<file path="config.mk">
export PLATFORM = sky130hd
export DESIGN_NAME = stream_sel_mux
export DESIGN_NICKNAME = d
export VERILOG_FILES = /design/src/rtl/stream_pkg.sv /design/src/rtl/stream_sel_mux_rr_pick.sv /design/src/rtl/stream_sel_mux.sv
export SDC_FILE = /design/constraint.sdc
export NUM_CORES = 1
export LEC_CHECK = 0
export CAP_MARGIN = 30
export CELL_PAD_IN_SITES_DETAIL_PLACEMENT = 0
export CELL_PAD_IN_SITES_GLOBAL_PLACEMENT = 1
export CORE_ASPECT_RATIO = 1.75
export CORE_MARGIN = 1
export CORE_UTILIZATION = 24
export CTS_CLUSTER_SIZE = 14
export DETAILED_ROUTE_END_ITERATION = 12
export PLACE_DENSITY_LB_ADDON = 0.3
export SYNTH_ARGS = -nofsm -noshare
export SYNTH_HDL_FRONTEND = slang
export SYNTH_SLANG_ARGS = --single-unit
</file>
<file path="constraint.sdc">
create_clock -name clk -period 6.99 [get_ports clk]
set_input_delay 2.097 -clock clk [delete_from_list [all_inputs] [get_ports clk]]
set_output_delay 2.097 -clock clk [all_outputs]
set_load 0.02 [all_outputs]
</file>
<file path="src/rtl/stream_pkg.sv">
// Shared definitions for the stream selector: mode encodings and the
// modular round-robin pointer increment.
package stream_pkg;

   localparam int unsigned MODE_SEL = 0;
   localparam int unsigned MODE_RR  = 1;

   function automatic int unsigned rr_next(input int unsigned ptr, input int unsigned n);
      return (ptr >= n - 1) ? 0 : ptr + 1;
   endfunction

endpackage

</file>
<file path="src/rtl/stream_sel_mux_rr_pick.sv">
// Combinational round-robin picker: first asserted request at or after ptr,
// wrapping modulo N, found by a priority encode over a doubled request vector.
module rr_pick #(
   parameter int unsigned N     = 8,
   parameter int unsigned SEL_W = $clog2(N)
) (
   input  logic [N-1:0]     req,
   input  logic [SEL_W-1:0] ptr,
   output logic [SEL_W-1:0] gnt_idx,
   output logic             gnt_any
);

   logic [2*N-1:0] req2;
   logic [2*N-1:0] masked;
   int unsigned    pos;

   always_comb begin
      req2   = {req, req};
      masked = '0;
      for (int unsigned i = 0; i < 2*N; i++) begin
         masked[i] = req2[i] && (i >= 32'(ptr));
      end
   end

   // Scan downwards so the lowest masked position wins; the upper copy
   // supplies the wrapped-around channels below ptr.
   always_comb begin
      pos     = 0;
      gnt_any = 1'b0;
      for (int unsigned i = 2*N; i > 0; i--) begin
         if (masked[i-1]) begin
            pos     = i - 1;
            gnt_any = 1'b1;
         end
      end
      gnt_idx = SEL_W'((pos >= N) ? pos - N : pos);
   end

endmodule

</file>
<file path="src/rtl/stream_sel_mux.sv">
// N:1 stream selector with a registered output stage; channel chosen by
// external select or round-robin, optionally locked to the last source.
module stream_sel_mux
   import stream_pkg::*;
#(
   parameter int unsigned WIDTH = 32,
   parameter int unsigned N     = 8,
   parameter int unsigned SEL_W = $clog2(N),
   parameter int unsigned MODE  = MODE_SEL
) (
   input  logic               clk,
   input  logic               rst_n,
   input  logic [N-1:0]       in_valid,
   input  logic [N*WIDTH-1:0] in_data,
   output logic [N-1:0]       in_ready,
   input  logic [SEL_W-1:0]   sel,
   input  logic               lock,
   output logic               out_valid,
   output logic [WIDTH-1:0]   out_data,
   output logic [SEL_W-1:0]   out_src,
   input  logic               out_ready
);

   logic [SEL_W-1:0] rr_ptr;
   logic             locked;
   logic [SEL_W-1:0] lock_src;

   logic [SEL_W-1:0] rr_idx;
   logic             rr_any;
   logic             ld;
   logic             sel_ok;
   logic [SEL_W-1:0] sel_idx;
   logic [SEL_W-1:0] g;
   logic             gx;
   logic             xfer;
   logic [WIDTH-1:0] g_data;

   rr_pick #(
      .N     (N),
      .SEL_W (SEL_W)
   ) u_pick (
      .req     (in_valid),
      .ptr     (rr_ptr),
      .gnt_idx (rr_idx),
      .gnt_any (rr_any)
   );

   assign ld = !out_valid || out_ready;

   // Out-of-range select is steered to index 0 and masked, so in_valid is
   // never indexed past N-1.
   always_comb begin
      sel_ok  = (32'(sel) < N);
      sel_idx = sel_ok ? sel : '0;
      g       = '0;
      gx      = 1'b0;
      if (locked) begin
         g  = lock_src;
         gx = in_valid[lock_src];
      end else if (MODE == MODE_RR) begin
         g  = rr_idx;
         gx = rr_any;
      end else begin
         g  = sel_idx;
         gx = sel_ok && in_valid[sel_idx];
      end
   end

   always_comb begin
      xfer        = rst_n && ld && gx;
      in_ready    = '0;
      in_ready[g] = xfer;
      g_data      = in_data[g*WIDTH +: WIDTH];
   end

   always_ff @(posedge clk or negedge rst_n) begin
      if (!rst_n) begin
         out_valid <= 1'b0;
         out_data  <= '0;
         out_src   <= '0;
         rr_ptr    <= '0;
         locked    <= 1'b0;
         lock_src  <= '0;
      end else if (xfer) begin
         out_valid <= 1'b1;
         out_data  <= g_data;
         out_src   <= g;
         if (lock) begin
            locked   <= 1'b1;
            lock_src <= g;
         end else begin
            locked <= 1'b0;
            if (MODE == MODE_RR) begin
               rr_ptr <= SEL_W'(rr_next(32'(g), N));
            end
         end
      end else if (out_ready) begin
         out_valid <= 1'b0;
      end
   end

endmodule

</file>
==> results, run 1 <==
- Counting I/O delays and the setup requirement, the final critical path takes ~6800 ps.
- The number of antenna violations at the first check in global routing was 0.
- The buffers inserted during post-CTS setup optimization is 0.
- The top cell types in the final layout, fill and taps aside, are clkdlybuf4s50_1, nand2_1, mux4_2, dfrtp_1, mux2_2.
- The count of antenna-violating nets left after detailed routing is 0.
- Of the total power, combinational logic draws 0.725.
- The switching part of the total power is 0.404.
- The number of global-route vias before repair was between 4k and 5k.
- Counting distinct cell types in the post-synthesis netlist gives 26.
- Of all cell types, the one taking the most synthesized area is mux4_2.
- The critical path goes through clkdlybuf4s50_1 -> mux2i_1 -> mux4_2 -> nor2_2 -> nor2_4 -> nor4_1 -> clkdlybuf4s50_1.
- The overall die height is approximately 170 microns.
- The max-slew violation total from the final report is 0.
- Across every metal layer, demand over resource in global routing totals 0.189.
- The clock passes through at most 2 buffers.
- The worst slew margin relative to its limit is 0.409.
- Of the total power, the clock network draws 0.089.
- Of the synthesized area, sequential elements account for 0.266.
- The power density over the cells is 331 nW/um^2.
- The layout-stage area growth over the synthesis result is 89.6%.
- The first global-routing pass estimated 22600 microns of wire.
- In this run the worst path has a maximum fanout of 9.
- The filler cell count is 1482.
- The analysis attributes to cell leakage a power of around 2.8 nW.
- The most repeated library cell on the critical path is clkdlybuf4s50_1.
- The tree is rooted in a clkbuf_16.
- Data on the critical path arrives at its endpoint at 4720 ps.
- The share of synthesized area in the top cell type comes to 0.390.
- The count of buffers added on input and output ports is about 310.
- At the end of the flow the core is filled with cells to 0.465.
- The total detailed-routing wirelength is about 15000 microns.
- The net count of the finished layout is 878.
- Setup repair after global routing left no endpoint under its margin.
- The fraction of power consumed by sequential logic is 0.186.
- Dividing the detail-routed wire length by the instance count gives approximately 19 microns.
- The number of antenna repair diodes is 0.
- The length of the first detailed-routing pass in iterations is 4.
- The setup TNS after final layout is 0 ps.
- The number of vias per cell is 4.86.
- The final number of hold-violating endpoints is 0.
- After clock tree synthesis, the clock-pin slew on the worst setup and hold paths is approximately 50 ps.
- The last weighted congestion value of the routability-driven placer is ~0.86.
- The leading cell type in the layout, fill and taps excluded is clkdlybuf4s50_1.
- After detailed routing, the number of remaining DRC violations is 0.
- The placed standard-cell area is around 7000 sq um.
- The sum of net half-perimeters after detailed placement is approximately 13000 microns.
- The element type at the critical path start is a primary input.
- Cell internal power was estimated by the tool at between 0.001 and 0.0015 W.
- The die covers 16200 sq um.
- For the pin with the worst max-slew slack, the measured transition is approximately 890 ps.
- The initial standard-cell utilization of the core is 0.245.
- The width of the die is 96.6 microns.
- Of the available clock period, the critical path in the final layout requires 0.975.
- The count of vias placed by the detailed router is just under 4k.
- STA classifies the critical path endpoint as an output port.
- The CTS tree is built.
- The worst setup path is of the in -> out kind.
- The slowest stage cell on the critical path is clkdlybuf4s50_1.
- The path type of the worst min-delay path is reg -> reg.
- The smallest hold slack is about 490 ps.
- In this design, the largest share of critical-path delay is due to buffers and inverters.
- The number of clock buffers added by TritonCTS is 5.
- The Yosys step of the flow raised 0 warnings.
- After floorplanning, the core was divided into 60 placement rows.
- IR analysis of the VDD net gives a maximum drop of approximately 0.14 mV.
- The clock latency on the worst-skew pair is about 280 ps.
- The net count after synthesis is a little under 600.
- The synthesis-stage register bit count is 40.
- The total I/O pin count is 315.
- The run finished with clean final reports.
- Yosys attributes the largest share of cell area to mux4_2, dfrtp_1, mux2_2, nand2_1, buf_6.
- A synthesized cell averages ~12 sq um.
- The cell area after synthesis is between 3000 and 4000 sq um.
- The cts-stage hold buffer count is 0.
- The switching power is roughly 0.00095 W.
- The largest net degree at the start of global routing is 46.
- Summed over all layers, the global routing overflow is 0.
- The gate count of the mapped netlist is 308.
- Of the cells placed in the final design, the portion with a size suffix greater than 1 is 0.193.
- In this run the number of H-tree levels came out at 2.
- The number of instances resized during post-cts repair is 0.
- The largest single stage delay on the critical path is a little over 700 ps.
- The area inside the core boundary is about 15000 sq um.
- Counting both buffers and inverters, the worst setup path holds a total of 2.
- The clock net in this run drives a total of 40 sinks.
- For this block, the initial DRC count from the detailed router was 73.
- The total of endpoints with negative setup slack in the final report is 0.
- Clock skew on the completed layout was measured at roughly 2.9 ps.
- Max-cap violations in this run came to 0.
- The top achievable clock speed is 0.147 GHz.
- The worst endpoint required time is 4890 ps.
- The cell area after layout is 7120 sq um.
[cells in the mapped netlist]
cell and count:
o21ai_1 2, buf_1 1, o22ai_1 1, mux2_1 9, o21ai_0 1, a2111oi_1 1
nor4_1 9, inv_1 1, nand2b_1 2, mux2_2 34, nor2_4 1, buf_2 5
nor2_1 1, nor3b_1 1, mux2_4 1, mux2i_1 7, buf_6 9, nor4_2 1
nand3_1 2, mux4_2 65, buf_4 3, clkbuf_1 11, nor2_2 1, nor2b_1 1
nand2_1 98, dfrtp_1 40
[cell type report]
cell class                 count  area (sq um)  area share
timing repair buffer         321          3190       0.448
multi-input combinational    238          2570       0.361
sequential                    40          1000       0.140
tap                          186           233      0.0327
clock buffer                   5           125      0.0176
inverter                       1          3.75    0.000527
[worst register-to-register path, delay by kind of cell, from the launching register on]
family | cells | cell delay (ps)
buffers and inverters | 1 | 600
and+or+nand+nor | 2 | 140
DFF | 1 | 600
muxes | 3 | 1420
[worst paths after layout]
kind / slack [ps] / start / end / cells past startpoint
max: 180 / sel[0] / in_ready[0] / 7
min: 490 / out_src[2] / out_src[2] / 1
max reg2reg: 4120 / locked / out_data[12] / 6
min reg2reg: 490 / out_src[2] / out_src[2] / 1
max in group asynchronous: 4620 / rst_n / out_data[17] / 2
min in group asynchronous: 1630 / rst_n / locked / 1
[layer usage]
metal / global-route usage / vias up / part of all wire
met5: 0 / - / 0
met4: 0.0614 / 0 / 0.023
met3: 0.0409 / 20 / 0.059
met2: 0.380 / 151 / 0.60
met1: 0.177 / 1904 / 0.32
li1: - / 1773 / -
[power groups by stage]
stage,logic (W),registers [W],clock network [W]
floorplan,0.00107,0.000544,0
finish,0.00171,0.000438,0.000210
global route,0.00185,0.000455,0.000233
detailed placement,0.00175,0.000440,0
CTS,0.00176,0.000438,0.000220
global placement,0.00173,0.000433,0
[sequential cells by signal, summed over array words and instances, names as in the netlist]
register and flops:
out_valid 1, out_data 32, lock_src 3, out_src 3, locked 1
[kinds of logic (layout without fill, tap and decap cells)]
kind of cell	count (synthesis)	in the layout	synth area share
mux	116	116	0.541
buf+inv	30	327	0.0526
simple gates	117	117	0.132
flops	40	40	0.266
compound gates	5	5	0.00833
[stage by stage]
step	worst slack [ps]	instances	total power (W)
global route	80.3	791	0.00254
floorplan	906	308	0.00162
CTS	180	791	0.00241
global placement	220	786	0.00217
finish	176	791	0.00236
detailed placement	217	786	0.00219
Note: power is estimated with default switching activity, not from simulation.
==> run 2, diff against run 1 <==
==> constraint.sdc (replaced) <==
create_clock -name clk -period 8.6 [get_ports clk]
set_input_delay 2.58 -clock clk [delete_from_list [all_inputs] [get_ports clk]]
set_output_delay 2.58 -clock clk [all_outputs]
set_load 0.02 [all_outputs]
==> results, run 2 (synthesized netlist as in run 1, its figures left out) <==
- Counting cells, the worst reg-to-reg path comes to 6.
- The most critical setup path has its startpoint at sel[0].
- Data on the critical path is required at its endpoint by ~6000 ps.
- The global-route congestion overflow total is 0.
- IR analysis of the VDD net gives a maximum drop of 0.131 mV.
- The leading cell type in the layout, fill and taps excluded is clkdlybuf4s50_1.
- The top register by number of flip-flops is out_data.
- STA classifies the critical path startpoint as a primary input.
- STA classifies the critical path endpoint as an output port.
- The top achievable clock speed is around 0.13 GHz.
- The total of endpoints with negative setup slack in the final report is 0.
- The floorplan die area is 16200 sq um.
- The leakage power figure is 2.78 nW.
- At the end of routability-driven placement, the weighted congestion stood at a little under 0.9.
- The most repeated library cell on the critical path is clkdlybuf4s50_1.
- The post-route worst setup slack is between 800 and 900 ps.
- The capture point of the worst path is in_ready[1].
- Walking the worst path, the cells encountered are clkdlybuf4s50_1 -> mux2i_1 -> mux4_2 -> nor2_2 -> nor2_4 -> nor4_1 -> clkdlybuf4s50_1.
- The quantity of I/O buffers inserted on ports is around 310.
- Summed over all failing endpoints, the final setup total negative slack is 0 ps.
- The standard-cell row count is 60.
- In the routed design, unresolved DRC markers number 0.
- Counting along the longest clock path gives a buffer depth of 2.
- The setup check on the worst reg-to-reg path leaves a slack of around 5500 ps.
- The number of vias per cell is roughly 4.8.
- Detailed placement ended at an HPWL of between 10000 and 15000 microns.
- The number of buffers added by the clock tree synthesis step is 5.
- The later pin in the worst-skew pair is clocked with a latency of 280 ps.
- The initial standard-cell utilization of the core is 0.245.
- Setup repair after global routing left no endpoint under its margin.
- The number of sinks handled by clock tree synthesis is 40.
- The CTS root buffer is clkbuf_16.
- The fraction of final layout cells with drive strength greater than 1 is 0.196.
- OpenSTA, run right after detailed placement, puts the worst setup slack at around 830 ps.
- The start-to-end type of the worst setup path is in -> out.
- The largest registers in the layout are out_data (32), lock_src (3), out_src (3).
- The level count of the clock H-tree is 2.
- Before antenna repair, the detailed router went through 4 iterations.
- The part of the cycle the worst path needs is 0.902.
- The count of antenna-violating nets left after detailed routing is 0.
- The final core utilization is 0.469.
- The endpoint arrival time on the critical path is about 5200 ps.
- The die is 96.6 microns wide.
- The total I/O pin count is between 300 and 400.
- Headroom to the max-slew limit came out at 0.426.
- For this run, the post-layout net count is slightly below 900.
- The number of antenna violations at the first check in global routing came to 1.
- After layout, the minimum clock period comes to between 7000 and 8000 ps.
- The CTS tree is built.
- The max-cap violation count is 0.
- The final number of hold-violating endpoints is 0.
- The largest net degree at the start of global routing is 46.
- The start point of the worst min-delay path is out_src[1].
- Post-CTS timing repair inserted 0 buffers for setup.
- The post-route clock skew is 5.67 ps.
- The die is about 170 microns tall.
- After floorplanning, the core was sized to cover roughly 15000 sq um.
- The clock transition time at the flip-flop clock pins of the worst setup and hold paths is around 50 ps.
- The aggregate global-route resource usage is 0.188.
- At the pin with the least slew margin, the transition time is about 860 ps.
- The number of flip-flops in the largest register is 32.
- Of all nets on the critical path, the largest fanout is 20.
- The max-slew violation total from the final report came to 0.
- Relative to the synthesized area, the layout overhead comes to 91.0%.
- For this run, the slowest stage of the critical path takes about 660 ps.
- In this run the critical register-to-register path is captured at out_data[12].
- For this block, the routed nets add up to roughly 15000 microns of wire.
- The power density over the cells is around 270 nW/um^2.
- For this design, the CTS-stage hold fixing added 0 buffers.
- The run finished with clean final reports.
- On the critical path, the stage with the largest delay is an instance of clkdlybuf4s50_1.
- The path type of the worst min-delay path is reg -> reg.
- The number of global-route vias before repair is around 4.3k.
- The design draws approximately 0.0020 W.
- The beginning of the worst register-to-register path is locked.
- The global-route wire length before repair is between 20000 and 25000 microns.
- The count of vias placed by the detailed router is roughly 3.8k.
- The top cell types in the final layout, fill and taps aside, are clkdlybuf4s50_1, nand2_1, mux4_2, dfrtp_1, mux2_2.
- The DRC marker count from the first detailed-route iteration is 71.
- The number of instances resized during post-cts repair is 0.
- After detailed routing, the average wire length per cell comes to between 15 and 20 microns.
## run 2: cell count changes in the layout (fill, tap and decap cells not counted)
cell | previous run | this run
clkbuf_8 | 0 | 2
buf_4 | 7 | 6
bufinv_16 | 0 | 1
diode_2 | 0 | 1
## run 2: metal layers
| layer | track usage | vias up | wire, microns |
|---|---|---|---|
| li1 | - | 1776 | - |
| met1 | 0.189 | 1842 | 4940 |
| met2 | 0.369 | 152 | 8910 |
| met3 | 0.0313 | 27 | 748 |
| met4 | 0.0659 | 0 | 448 |
| met5 | 0 | - | 0 |
## run 2: how the worst min path moves through the flow
stage | end | slack (ps) | cells after the start
after detailed placement | out_src[1] | 480 | 1
after global routing | out_src[2] | 510 | 1
final | out_src[1] | 490 | 1
after global placement | out_src[1] | 480 | 1
after floorplan | lock_src[1] | 550 | 1
after CTS | out_src[1] | 490 | 1
## run 2: critical path: cells and delay by family
kind                   cells  cell delay, ps
multiplexers               2             630
buffers and inverters      2            1310
AND/OR/NAND/NOR            3             650
## run 2: cell type report
type | count | area, sq um
Antenna cell | 1 | 2.50
Clock buffer | 7 | 153
Clock inverter | 1 | 30.0
Fill cell | 1461 | 8140
Inverter | 1 | 3.75
Multi-Input combinational cell | 238 | 2570
Sequential cell | 40 | 1000
Tap cell | 186 | 233
Timing Repair Buffer | 320 | 3180
## run 2: per-stage QoR
step                hold slack, ps  instance area (sq um)  instances
global route                   514                   7180        794
finish                         485                   7180        794
global placement               476                   6990        785
floorplan                      552                   3760        308
detailed placement             480                   6990        785
CTS                            493                   7170        793
## run 2: report_power, final
group | total (W) | internal [W] | leakage [nW] | switching [W]
combinational | 0.00139 | 0.000751 | 2.21 | 0.000639
sequential | 0.000355 | 0.000288 | 0.482 | 0.0000674
clock | 0.000220 | 0.000153 | 0.0901 | 0.0000676
==> run 3, diff against run 2 <==
--- a/config.mk
+++ b/config.mk
@@ -10,10 +10,11 @@
 export CELL_PAD_IN_SITES_GLOBAL_PLACEMENT = 1
 export CORE_ASPECT_RATIO = 1.75
 export CORE_MARGIN = 1
-export CORE_UTILIZATION = 24
-export CTS_CLUSTER_SIZE = 14
+export CORE_UTILIZATION = 25
+export CTS_CLUSTER_SIZE = 24
 export DETAILED_ROUTE_END_ITERATION = 12
 export PLACE_DENSITY_LB_ADDON = 0.3
 export SYNTH_ARGS = -nofsm -noshare
 export SYNTH_HDL_FRONTEND = slang
+export SYNTH_HIERARCHICAL = 1
 export SYNTH_SLANG_ARGS = --single-unit
==> results, run 3 <==
- Hold timing on the final database bottoms out at a slack of 489 ps.
- The run finished with clean final reports.
- The largest driver fanout on the critical path is 9.
- Of the total synthesized cell area, the portion taken by AND, OR, NAND and NOR gates is 0.132.
- When the netlist entered floorplanning its net count stood at ~580.
- Dividing total power by cell area gives a power density of 270 nW/um^2.
- The area inside the core boundary is around 15000 sq um.
- The tool flagged a number of max-cap violations equal to 0.
- The share of Yosys cell area claimed by the top area cell type is 0.390.
- The number of flip-flops in the largest register is 32.
- The xor and xnor area share after synthesis is 0.
- The cts-stage hold buffer count is 0.
- The minimum clock period after layout is between 7000 and 8000 ps.
- The number of antenna violations at the first check in global routing is 0.
- In this run, CTS created clock tree buffers numbering 5.
- The number of instances resized during post-cts repair is 0.
- Clock latency on the worst-skew pair, taken at its later pin, is around 280 ps.
- The endpoint arrival time on the critical path is 5200 ps.
- The number of enable flip-flop cells after synthesis is 0.
- The start-to-end type of the worst setup path is in -> out.
- The width of the die is about 95 microns.
- The gate count of the mapped netlist is a little over 300.
- The synthesis-stage register bit count is 40.
- Setup repair after global routing left no endpoint under its margin.
- The max-slew violation total from the final report came to 0.
- After the last flow step, the layout net total stands at approximately 880.
- Headroom to the max-slew limit came out at 0.476.
- Entering global routing, the biggest net connects 43 pins.
- CTS placed an instance of clkbuf_16 at the clock tree root.
- The buffers inserted during post-CTS setup optimization is 0.
- The first global-routing pass estimated between 20000 and 25000 microns of wire.
- The initial standard-cell utilization of the core is 0.259.
- After synthesis, the share of flip-flops with an asynchronous set or reset is 1.00.
- The sum of net half-perimeters after detailed placement is about 13000 microns.
- The die covers around 16000 sq um.
- The library cell used most frequently in the layout, excluding fill and tap cells, is clkdlybuf4s50_1.
- The global-route congestion overflow total is 0.
- At the end of routability-driven placement, the weighted congestion stood at 0.788.
- The number of vias per cell is around 4.8.
- The startpoint identified for the worst register-to-register timing path is locked.
- For this block, the initial DRC count from the detailed router was 84.
- The commonest cells after synthesis are nand2_1, mux4_2, dfrtp_1.
- The largest family of logic cells by synthesized area is multiplexers.
- The share of the Yosys chip area taken by registers is 0.266.
- STA classifies the critical path startpoint as a primary input.
- The path type of the worst min-delay path is reg -> reg.
- The worst endpoint required time is roughly 6000 ps.
- The maximum vdd ir drop is about 0.11 mV.
- The synthesized-area fraction occupied by adder cells is 0.
- The overall die height is about 160 microns.
- The total power draw is about 0.0019 W.
- Yosys instantiated no cell more often than nand2_1.
- In the finished design, the share of the clock period the worst path needs comes to 0.904.
- The remaining routing DRC violations is 0.
- The slew of the pin with the lowest slew margin is approximately 790 ps.
- The leakage power figure is roughly 2.8 nW.
- The compound-cell area share of the yosys netlist is 0.00833.
- The portion of synthesized area spent on multiplexers is 0.541.
- Ranked by flip-flop count, first place goes to out_data.
- The CTS tree is built.
- The final number of hold-violating endpoints came to 0.
- Dividing the detail-routed wire length by the instance count gives between 15 and 20 microns.
- The total of endpoints with negative setup slack in the final report is 0.
- The fraction of final layout cells with drive strength greater than 1 is 0.191.
- In this design, the critical path's most frequently occurring cell is clkdlybuf4s50_1.
- The layout-stage area growth over the synthesis result is 89.9%.
- The standard-cell row count is 58.
- After synthesis, the mean cell area works out to between 10 and 15 sq um.
- The number of global-route vias before repair is ~4.3k.
- The critical path's largest stage delay is roughly 670 ps.
- For the final routed database, the setup TNS stands at 0 ps.
- The start point of the worst min-delay path is out_src[0].
- STA classifies the critical path endpoint as an output port.
- The quantity of I/O buffers inserted on ports is between 300 and 400.
- In the post-synthesis netlist, the biggest area contributors are mux4_2, dfrtp_1, mux2_2, nand2_1, buf_6.
- The number of sinks handled by clock tree synthesis is 40.
- For this run, the number of Yosys warnings is 6.
- The aggregate global-route resource usage is 0.189.
- The clock arrives with roughly 1.7 ps of skew.
- The detail route stage leaves a number of antenna-violating nets equal to 0.
- The signal on the critical path passes through clkdlybuf4s50_1 -> mux2i_1 -> mux4_2 -> nor2_2 -> nor2_4 -> nor4_1 -> clkdlybuf4s50_1.
- For this run, the detailed router's first-pass iteration total came to 4.
- The synthesized netlist occupies a cell area of 3760 sq um.
- The top achievable clock speed is ~0.13 GHz.
- The number of different library cells used by synthesis comes to 26.
- The critical path startpoint is sel[0].
- 315 I/O pins were placed.
- The detailed router placed ~3.8k vias in this run.
- The most frequently used flop master after synthesis is dfrtp_1.
- The largest individual stage delay along the critical path comes from the cell clkdlybuf4s50_1.
- The clock transition time at the flip-flop clock pins of the worst setup and hold paths is ~60 ps.
- The level count of the clock H-tree is 2.
- In the layout the commonest cells are clkdlybuf4s50_1, nand2_1, mux4_2, dfrtp_1, mux2_2.
- Wires add up to roughly 15000 microns.
- In this run the deepest clock path goes through 2 buffers.
- The post-synthesis cell type with the largest combined area is mux4_2.
- The largest registers in the layout are out_data (32), lock_src (3), out_src (3).
run 3: cell counts after synthesis:
No cell type changed its count.
run 3: final timing paths:
kind / endpoint / slack (ps) / cells past startpoint
max: in_ready[0] / 820 / 7
min: out_src[0] / 490 / 1
max reg2reg: out_data[9] / 5470 / 6
min reg2reg: out_src[0] / 490 / 1
max in group asynchronous: out_data[19] / 5840 / 2
min in group asynchronous: out_valid / 2390 / 2
run 3: metrics by stage:
stage               instances  cell area, sq um   util  worst slack [ps]
floorplan                 308              3760      -              1550
global placement          777              6970  0.480               842
detailed placement        778              6990  0.481               797
CTS                       786              7130  0.492               769
global route              786              7130  0.492               706
finish                    787              7140  0.492               823
run 3: layout make-up:
type                       count  area (sq um)
fill                        1322          7380
multi-input combinational    238          2570
sequential                    40          1000
tap                          180           225
timing repair buffer         319          3180
antenna                        1          2.50
inverter                       1          3.75
clock buffer                   8           146
run 3: kinds of logic (layout without fill, tap and decap cells):
family / count (synthesis) / in the layout
buffers and inverters: 30 / 328
other: 0 / 1
muxes: 116 / 116
and+or+nand+nor: 117 / 117
DFF: 40 / 40
AOI/OAI and AO/OA: 5 / 5
run 3: critical path: cells and delay by family:
family | cells | cell delay [ps]
multiplexers | 2 | 650
buffers and inverters | 2 | 1310
AND/OR/NAND/NOR | 3 | 650
run 3: routing by layer:
metal / track usage / vias up / wire length (microns)
met4: 0.0634 / 0 / 411
li1: - / 1777 / -
met1: 0.180 / 1833 / 4720
met3: 0.0417 / 24 / 998
met5: 0 / - / 0
met2: 0.380 / 182 / 8750
run 3: report_power, final:
part           internal [W]  leakage, nW  switching [W]  total, W
clock              0.000116       0.0712      0.0000698  0.000185
combinational      0.000752         2.21       0.000631   0.00138
sequential         0.000288        0.482      0.0000697  0.000357
